`src/rtl/eth_link_supervisor_pkg.sv`:
```
// Shared encodings for the Ethernet link supervisor:
// FSM states, status-vector bit positions and drop-counter width.
package eth_link_supervisor_pkg;

   typedef enum logic [2:0] {
      ST_RESET    = 3'd0,
      ST_WAIT_PLL = 3'd1,
      ST_WAIT_AN  = 3'd2,
      ST_DEBOUNCE = 3'd3,
      ST_UP       = 3'd4,
      ST_FAIL     = 3'd5
   } link_state_e;

   localparam int STAT_W        = 16;
   localparam int STAT_LINK_BIT = 0;
   localparam int STAT_SYNC_BIT = 1;
   localparam int DROP_W        = 8;

   function automatic logic [DROP_W-1:0] drop_inc(input logic [DROP_W-1:0] c);
      return (&c) ? c : c + DROP_W'(1);
   endfunction

endpackage

```
`src/rtl/eth_link_port_fsm.sv`:
```
// One supervised Ethernet port: reset sequencing, PLL/AN wait,
// link debounce, AN timeout with bounded retries, drop counting.
module eth_link_port_fsm
   import eth_link_supervisor_pkg::*;
#(
   parameter int PHY_RST_CYCLES  = 1000,
   parameter int DEBOUNCE_CYCLES = 125000,
   parameter int AN_TIMEOUT      = 12500000,
   parameter int MAX_RETRIES     = 3,
   parameter int CNT_W           = 24
) (
   input  logic              clk_i,
   input  logic              rst_i,
   input  logic              en_i,
   input  logic              restart_i,
   input  logic              clr_cnt_i,
   input  logic              pll_lock_i,
   input  logic              link_good_i,
   output logic              phy_rst_n_o,
   output logic              pcs_reset_o,
   output logic              an_restart_o,
   output logic              link_up_o,
   output logic              fail_o,
   output logic [2:0]        state_o,
   output logic [DROP_W-1:0] drop_cnt_o
);

   // The good cycle seen in WAIT_AN counts as the first debounce cycle.
   localparam logic [CNT_W-1:0] RST_LAST =
      CNT_W'(PHY_RST_CYCLES - 1);
   localparam logic [CNT_W-1:0] DEB_LAST =
      CNT_W'((DEBOUNCE_CYCLES > 1) ? DEBOUNCE_CYCLES - 2 : 0);
   localparam logic [CNT_W-1:0] AN_LAST =
      CNT_W'(AN_TIMEOUT - 1);
   localparam logic [3:0] RETRY_MAX = 4'(MAX_RETRIES);
   localparam bit DEB_ONE = (DEBOUNCE_CYCLES == 1);

   link_state_e       state_q;
   logic [CNT_W-1:0]  tmr_q;
   logic [CNT_W-1:0]  an_tmr_q;
   logic [3:0]        retry_q;
   logic [3:0]        retry_nx;
   logic [DROP_W-1:0] drop_q;
   logic [DROP_W-1:0] drop_d;
   logic              phy_rst_n_q;
   logic              pcs_reset_q;
   logic              an_restart_q;
   logic              link_up_q;
   logic              fail_q;
   logic              drop_ev;
   logic              an_to;

   assign an_to    = (an_tmr_q == AN_LAST);
   assign retry_nx = retry_q + 4'd1;

   // Drop counter next value: clear first, then a coincident drop lands at 1.
   always_comb begin
      drop_ev = en_i & ~restart_i & (state_q == ST_UP)
              & (~pll_lock_i | ~link_good_i);
      drop_d  = clr_cnt_i ? '0 : drop_q;
      if (drop_ev) begin
         drop_d = drop_inc(drop_d);
      end
   end

   // Port FSM with timers and registered outputs.
   always_ff @(posedge clk_i) begin
      if (rst_i) begin
         state_q      <= ST_RESET;
         tmr_q        <= '0;
         an_tmr_q     <= '0;
         retry_q      <= '0;
         drop_q       <= '0;
         phy_rst_n_q  <= 1'b0;
         pcs_reset_q  <= 1'b1;
         an_restart_q <= 1'b0;
         link_up_q    <= 1'b0;
         fail_q       <= 1'b0;
      end else begin
         an_restart_q <= 1'b0;
         drop_q       <= drop_d;
         if (!en_i || restart_i) begin
            state_q     <= ST_RESET;
            tmr_q       <= '0;
            retry_q     <= '0;
            phy_rst_n_q <= 1'b0;
            pcs_reset_q <= 1'b1;
            link_up_q   <= 1'b0;
            fail_q      <= 1'b0;
         end else begin
            unique case (state_q)
               ST_RESET: begin
                  if (tmr_q == RST_LAST) begin
                     state_q     <= ST_WAIT_PLL;
                     tmr_q       <= '0;
                     phy_rst_n_q <= 1'b1;
                     pcs_reset_q <= 1'b0;
                  end else begin
                     tmr_q <= tmr_q + CNT_W'(1);
                  end
               end
               ST_WAIT_PLL: begin
                  if (pll_lock_i) begin
                     state_q      <= ST_WAIT_AN;
                     an_tmr_q     <= '0;
                     an_restart_q <= 1'b1;
                  end
               end
               ST_WAIT_AN, ST_DEBOUNCE: begin
                  if (!pll_lock_i) begin
                     state_q <= ST_WAIT_PLL;
                  end else if (an_to) begin
                     retry_q     <= retry_nx;
                     tmr_q       <= '0;
                     phy_rst_n_q <= 1'b0;
                     pcs_reset_q <= 1'b1;
                     if (retry_nx == RETRY_MAX) begin
                        state_q <= ST_FAIL;
                        fail_q  <= 1'b1;
                     end else begin
                        state_q <= ST_RESET;
                     end
                  end else begin
                     an_tmr_q <= an_tmr_q + CNT_W'(1);
                     if (state_q == ST_WAIT_AN) begin
                        if (link_good_i && DEB_ONE) begin
                           state_q   <= ST_UP;
                           link_up_q <= 1'b1;
                           retry_q   <= '0;
                        end else if (link_good_i) begin
                           state_q <= ST_DEBOUNCE;
                           tmr_q   <= '0;
                        end
                     end else if (!link_good_i) begin
                        state_q <= ST_WAIT_AN;
                     end else if (tmr_q == DEB_LAST) begin
                        state_q   <= ST_UP;
                        link_up_q <= 1'b1;
                        retry_q   <= '0;
                     end else begin
                        tmr_q <= tmr_q + CNT_W'(1);
                     end
                  end
               end
               ST_UP: begin
                  if (!pll_lock_i) begin
                     state_q   <= ST_WAIT_PLL;
                     link_up_q <= 1'b0;
                  end else if (!link_good_i) begin
                     state_q      <= ST_WAIT_AN;
                     an_tmr_q     <= '0;
                     an_restart_q <= 1'b1;
                     link_up_q    <= 1'b0;
                  end
               end
               ST_FAIL: begin
                  state_q <= ST_FAIL;
               end
               default: begin
                  state_q     <= ST_RESET;
                  tmr_q       <= '0;
                  phy_rst_n_q <= 1'b0;
                  pcs_reset_q <= 1'b1;
                  link_up_q   <= 1'b0;
                  fail_q      <= 1'b0;
               end
            endcase
         end
      end
   end

   assign phy_rst_n_o  = phy_rst_n_q;
   assign pcs_reset_o  = pcs_reset_q;
   assign an_restart_o = an_restart_q;
   assign link_up_o    = link_up_q;
   assign fail_o       = fail_q;
   assign state_o      = state_q;
   assign drop_cnt_o   = drop_q;

endmodule

```
`src/rtl/eth_link_supervisor.sv`:
```
// Multi-port Ethernet link supervisor: one FSM per port plus an
// aggregate link-up flag and system reset for the Ethernet domain.
module eth_link_supervisor
   import eth_link_supervisor_pkg::*;
#(
   parameter int NUM_PORTS       = 2,
   parameter int PHY_RST_CYCLES  = 1000,
   parameter int DEBOUNCE_CYCLES = 125000,
   parameter int AN_TIMEOUT      = 12500000,
   parameter int MAX_RETRIES     = 3,
   parameter int CNT_W           = 24
) (
   input  logic                        clk_eth_i,
   input  logic                        rst_eth_i,
   input  logic [NUM_PORTS-1:0]        port_en_i,
   input  logic [NUM_PORTS-1:0]        pll_lock_i,
   input  logic [STAT_W*NUM_PORTS-1:0] status_vec_i,
   input  logic [NUM_PORTS-1:0]        an_complete_i,
   input  logic [NUM_PORTS-1:0]        restart_i,
   input  logic                        clr_cnt_i,
   output logic [NUM_PORTS-1:0]        phy_rst_n_o,
   output logic [NUM_PORTS-1:0]        pcs_reset_o,
   output logic [NUM_PORTS-1:0]        an_restart_o,
   output logic [NUM_PORTS-1:0]        link_up_o,
   output logic [NUM_PORTS-1:0]        fail_o,
   output logic [3*NUM_PORTS-1:0]      state_o,
   output logic [DROP_W*NUM_PORTS-1:0] drop_cnt_o,
   output logic                        all_up_o,
   output logic                        eth_system_reset_o
);

   logic [NUM_PORTS-1:0] link_good;
   logic [NUM_PORTS-1:0] unused_status;
   logic                 all_up_q;
   logic                 sys_rst_q;

   for (genvar i = 0; i < NUM_PORTS; i++) begin : g_port
      assign link_good[i] =
         status_vec_i[STAT_W*i+STAT_LINK_BIT]
       & status_vec_i[STAT_W*i+STAT_SYNC_BIT]
       & an_complete_i[i];
      assign unused_status[i] =
         ^status_vec_i[STAT_W*i+2 +: STAT_W-2];

      eth_link_port_fsm #(
         .PHY_RST_CYCLES  (PHY_RST_CYCLES),
         .DEBOUNCE_CYCLES (DEBOUNCE_CYCLES),
         .AN_TIMEOUT      (AN_TIMEOUT),
         .MAX_RETRIES     (MAX_RETRIES),
         .CNT_W           (CNT_W)
      ) u_fsm (
         .clk_i        (clk_eth_i),
         .rst_i        (rst_eth_i),
         .en_i         (port_en_i[i]),
         .restart_i    (restart_i[i]),
         .clr_cnt_i    (clr_cnt_i),
         .pll_lock_i   (pll_lock_i[i]),
         .link_good_i  (link_good[i]),
         .phy_rst_n_o  (phy_rst_n_o[i]),
         .pcs_reset_o  (pcs_reset_o[i]),
         .an_restart_o (an_restart_o[i]),
         .link_up_o    (link_up_o[i]),
         .fail_o       (fail_o[i]),
         .state_o      (state_o[3*i +: 3]),
         .drop_cnt_o   (drop_cnt_o[DROP_W*i +: DROP_W])
      );
   end

   // Aggregate up over enabled ports; system reset follows one cycle later.
   always_ff @(posedge clk_eth_i) begin
      if (rst_eth_i) begin
         all_up_q  <= 1'b0;
         sys_rst_q <= 1'b1;
      end else begin
         all_up_q  <= (|port_en_i) & (&(link_up_o | ~port_en_i));
         sys_rst_q <= ~all_up_q;
      end
   end

   assign all_up_o           = all_up_q;
   assign eth_system_reset_o = sys_rst_q;

endmodule

```
`config.mk`:
```
export PLATFORM = sky130hd
export DESIGN_NAME = eth_link_supervisor
export DESIGN_NICKNAME = d
export VERILOG_FILES = /design/src/rtl/eth_link_supervisor_pkg.sv /design/src/rtl/eth_link_port_fsm.sv /design/src/rtl/eth_link_supervisor.sv
export SDC_FILE = /design/constraint.sdc
export NUM_CORES = 1
export LEC_CHECK = 0
export CELL_PAD_IN_SITES_DETAIL_PLACEMENT = 1
export CELL_PAD_IN_SITES_GLOBAL_PLACEMENT = 2
export CORE_ASPECT_RATIO = 0.6
export CORE_MARGIN = 5
export CORE_UTILIZATION = 37
export CTS_CLUSTER_SIZE = 14
export DETAILED_ROUTE_END_ITERATION = 8
export GPL_TIMING_DRIVEN = 1
export MAX_ROUTING_LAYER = met4
export PLACE_DENSITY_LB_ADDON = 0.1
export SETUP_SLACK_MARGIN = 0.05
export SYNTH_ARGS = -nofsm -noshare
export SYNTH_HDL_FRONTEND = slang
export SYNTH_SLANG_ARGS = --single-unit
```
`constraint.sdc`:
```
create_clock -name clk_eth_i -period 4.1 [get_ports clk_eth_i]
set_input_delay 0.615 -clock clk_eth_i [delete_from_list [all_inputs] [get_ports clk_eth_i]]
set_output_delay 0.615 -clock clk_eth_i [all_outputs]
set_load 0.05 [all_outputs]
```
==> impl_results.md <==
- Port Buffer Count: 48
- Average via count per standard cell: 5.679
- FMAX: 353.6 MHz
- Path class of the lowest-slack min-delay path: reg -> reg
- Effective utilization at floorplan: 0.3798
- Actual transition at the worst max-transition pin: 1.078 ns
- Number of flops mapped to enable cells by yosys: 0
- Antenna diode instance count: 0
- Final WL: 23.78 mm
- Unrepaired setup endpoints after global routing: no
- Worst setup path category: reg -> reg
- Worst path required time: 4.38 ns
- Multi-input gate area: 0.004598 mm2
- Post-CTS Repair Setup Buffers: 0
- Root buffer selected by CTS: clkbuf_16
- DR WL/cell: 18.76 um
- Critical register-to-register path startpoint: g_port[0].u_fsm.tmr_q[2]
- Number of violations reported at the end of detailed-routing iteration 0: 405
- Place WS: 0.8839 ns
- Final min period: 2.828 ns
- Antenna violations before repair: 0
- Routability-driven placement congestion ratio: 0.8509
- Post-synthesis sequential element count: 138
- Clock transition at the registers of the reported paths: 0.06 ns
- R2R depth: 6
- Crit. End Element: flip-flop
- Area occupied by registers: 0.002763 mm2
- Latest clock arrival within the worst-skew pair: 0.44 ns
- Syn Nets: 1012
- Top Ports: 77
- Layout cell share with drive strength beyond 1: 0.06533
- Count of unique library cells instantiated by Yosys: 76
- CTS tree: built
- Cell Pwr Density: 360.0 mW/mm2
- Width of the die: 196.0 um
- Vias: 7201
- Total clock sinks: 138
- Most frequently used flop master after synthesis: dfxtp_1
- Smallest setup slack after layout: 1.272 ns
- Critical path startpoint category: flip-flop
- HPWL reported at the end of detailed placement: 17.22 mm
- Met1 capacity usage during global routing: 0.3012
- Total negative slack: 0 ns
- CTS buffer count: 17
- Detailed-route DRC error count: 0
- Part of the Yosys area used for sequential elements: 0.3598
- Pin count of the biggest net entering global routing: 26
- Max cap viols: 0
- FFs w/ async S/R, synth: 0
- Final worst-path cycle share: 0.6898
- Bufs on Longest Clock Path: 2
- Capture point of the worst reg-to-reg path: g_port[0].u_fsm.tmr_q[18]
- Placement row count: 40
- Core Box Area: 0.02022 mm2
- Area added between synthesis and finish: 17.39%
- GR Overflow Total: 0
- Global-route wire length before repair: 39.21 mm
- Endpoint arrival time on the critical path: 3.11 ns
- Residual antenna-violating net count after detailed routing: 0
- Floorplan die height: 121.6 um
- DIE AREA: 0.02383 mm2
- Hold bufs inserted after CTS: 0
- Count of nets after finishing: 1037
- First drt pass iteration count: 4
- Hold Path Cell Cnt: 1
- Most common cell after layout, fill and taps aside: dfxtp_1
- Final hold viol count: 0
- Post-cts resize count: 0
- Highest-count cells in the layout ignoring fill and taps: dfxtp_1 (138), nor2_1 (123), nand2_1 (78)
- Post-synthesis cell area: 0.007679 mm2
- Setup-failing EPs final: 0
- Number of global-route vias before repair: 7296
- Number of warning messages in the yosys log: 0
- Status: finished, final reports clean
- Met2 layer usage reported by global route: 0.3027
- Instance count of the mapped netlist: 957
- CTS HTree Levels: 4
- Cell area after placement: 0.008325 mm2
- Post-synthesis area per instance: 8.024 um2
- Reported leakage power: 2.891 nW
- Hold path startpoint: all_up_o
- GRT Overall Usage: 0.2097
- Final-report max-slew violation count: 0
- Maximum net fanout on the critical path: 24
- Worst relative slew slack: 0.2747
- Clock skew: 0.01150 ns
- Area of all placed cells without fillers: 0.009014 mm2
- Final-layout fill cell count: 2424
- Register-to-register path setup slack: 1.27 ns
- Gr busiest metal: met2
- Endpoint of the worst hold-timing path: eth_system_reset_o
- Peak supply drop: 0.0002891 V
- Met3 track demand over resource: 0.03483
-- worst max-delay path: stages, from the launching register on --
cell      delay (ns)
dfxtp_1         0.40
nor4b_1         0.36
nand3_1         0.26
o31ai_1         0.65
o211ai_1        0.19
nand2_1         0.68
nor2_1          0.13
-- through the flow --
step	total power, mW	instances	utilization	hold slack [ns]
finish	3.245	1268	0.4458	0.3924
global placement	1.445	1236	0.4118	0.3757
detailed placement	1.447	1236	0.4118	0.3784
floorplan	1.412	957	-	0.4367
global route	3.356	1268	0.4458	0.4034
CTS	3.293	1268	0.4458	0.3920
-- layer usage --
metal,part of all wire,up-vias
met4,0.013,0
met2,0.43,127
met5,0,-
li1,-,3510
met1,0.53,3540
met3,0.032,24
-- cells by family after synthesis --
group / synth area share
AND/OR/NAND/NOR: 0.3314
AO/OA/AOI/OAI: 0.1465
flip-flops: 0.3598
XOR/XNOR: 0.09467
buffers and inverters: 0.04139
adder cells (fa/ha/maj): 0.01955
multiplexers: 0.006681
-- report_power, final --
group,switching (mW),internal (mW),total (mW)
combinational,0.0493,0.0239,0.0732
clock,0.616,1.21,1.83
sequential,0.00148,1.34,1.34
total,0.667,2.58,3.24
-- synth_stat cells (12+ instances only) --
| cell | count | area, um2 |
|---|---|---|
| o211ai_1 | 12 | 90.09 |
| and3_1 | 30 | 187.7 |
| nor2b_1 | 12 | 75.07 |
| xor2_1 | 43 | 376.6 |
| clkbuf_1 | 31 | 116.4 |
| xnor2_1 | 40 | 350.3 |
| nor2_1 | 123 | 461.7 |
| ha_1 | 12 | 150.1 |
| nor4_1 | 21 | 131.4 |
| a21oi_1 | 51 | 255.2 |
| nor3_1 | 28 | 140.1 |
| o21ai_0 | 36 | 180.2 |
| and4_1 | 17 | 148.9 |
| nand3_1 | 50 | 250.2 |
| nand2_1 | 78 | 292.8 |
| nand4_1 | 33 | 206.5 |
| dfxtp_1 | 138 | 2763 |
| inv_1 | 20 | 75.07 |
| or3_1 | 18 | 112.6 |
-- sequential cells by signal, indices dropped and copies added (netlist names) --
name,cells
g_port.u_fsm.phy_rst_n_o,2
g_port.u_fsm.state_o,6
g_port.u_fsm.drop_cnt_o,16
g_port.u_fsm.tmr_q,48
g_port.u_fsm.retry_q,8
g_port.u_fsm.fail_o,2
g_port.u_fsm.pcs_reset_o,2
eth_system_reset_o,1
all_up_o,1
g_port.u_fsm.an_tmr_q,48
g_port.u_fsm.link_up_o,2
g_port.u_fsm.an_restart_o,2
-- worst max path at each step --
stage / cells past startpoint / startpoint / endpoint / slack, ns
2_1_floorplan: 8 / g_port[1].u_fsm.state_o[2] / g_port[1].u_fsm.an_tmr_q[19] / 1.67
4_1_cts: 6 / g_port[0].u_fsm.tmr_q[2] / g_port[0].u_fsm.tmr_q[18] / 1.29
5_1_grt: 6 / g_port[1].u_fsm.state_o[0] / g_port[1].u_fsm.tmr_q[12] / 1.01
3_5_place_dp: 9 / clr_cnt_i / g_port[0].u_fsm.drop_cnt_o[3] / 0.88
3_3_place_gp: 7 / pll_lock_i[0] / g_port[0].u_fsm.drop_cnt_o[3] / 1.04
6_report: 6 / g_port[0].u_fsm.tmr_q[2] / g_port[0].u_fsm.tmr_q[18] / 1.27
-- layout make-up --
type / count / area share
Clock inverter: 14 / 0.02762
Sequential cell: 138 / 0.3065
Timing Repair Buffer: 57 / 0.06080
Tap cell: 273 / 0.03790
Clock buffer: 18 / 0.04872
Inverter: 20 / 0.008329
Multi-Input combinational cell: 748 / 0.5101
(Power assumes the default switching activity.)
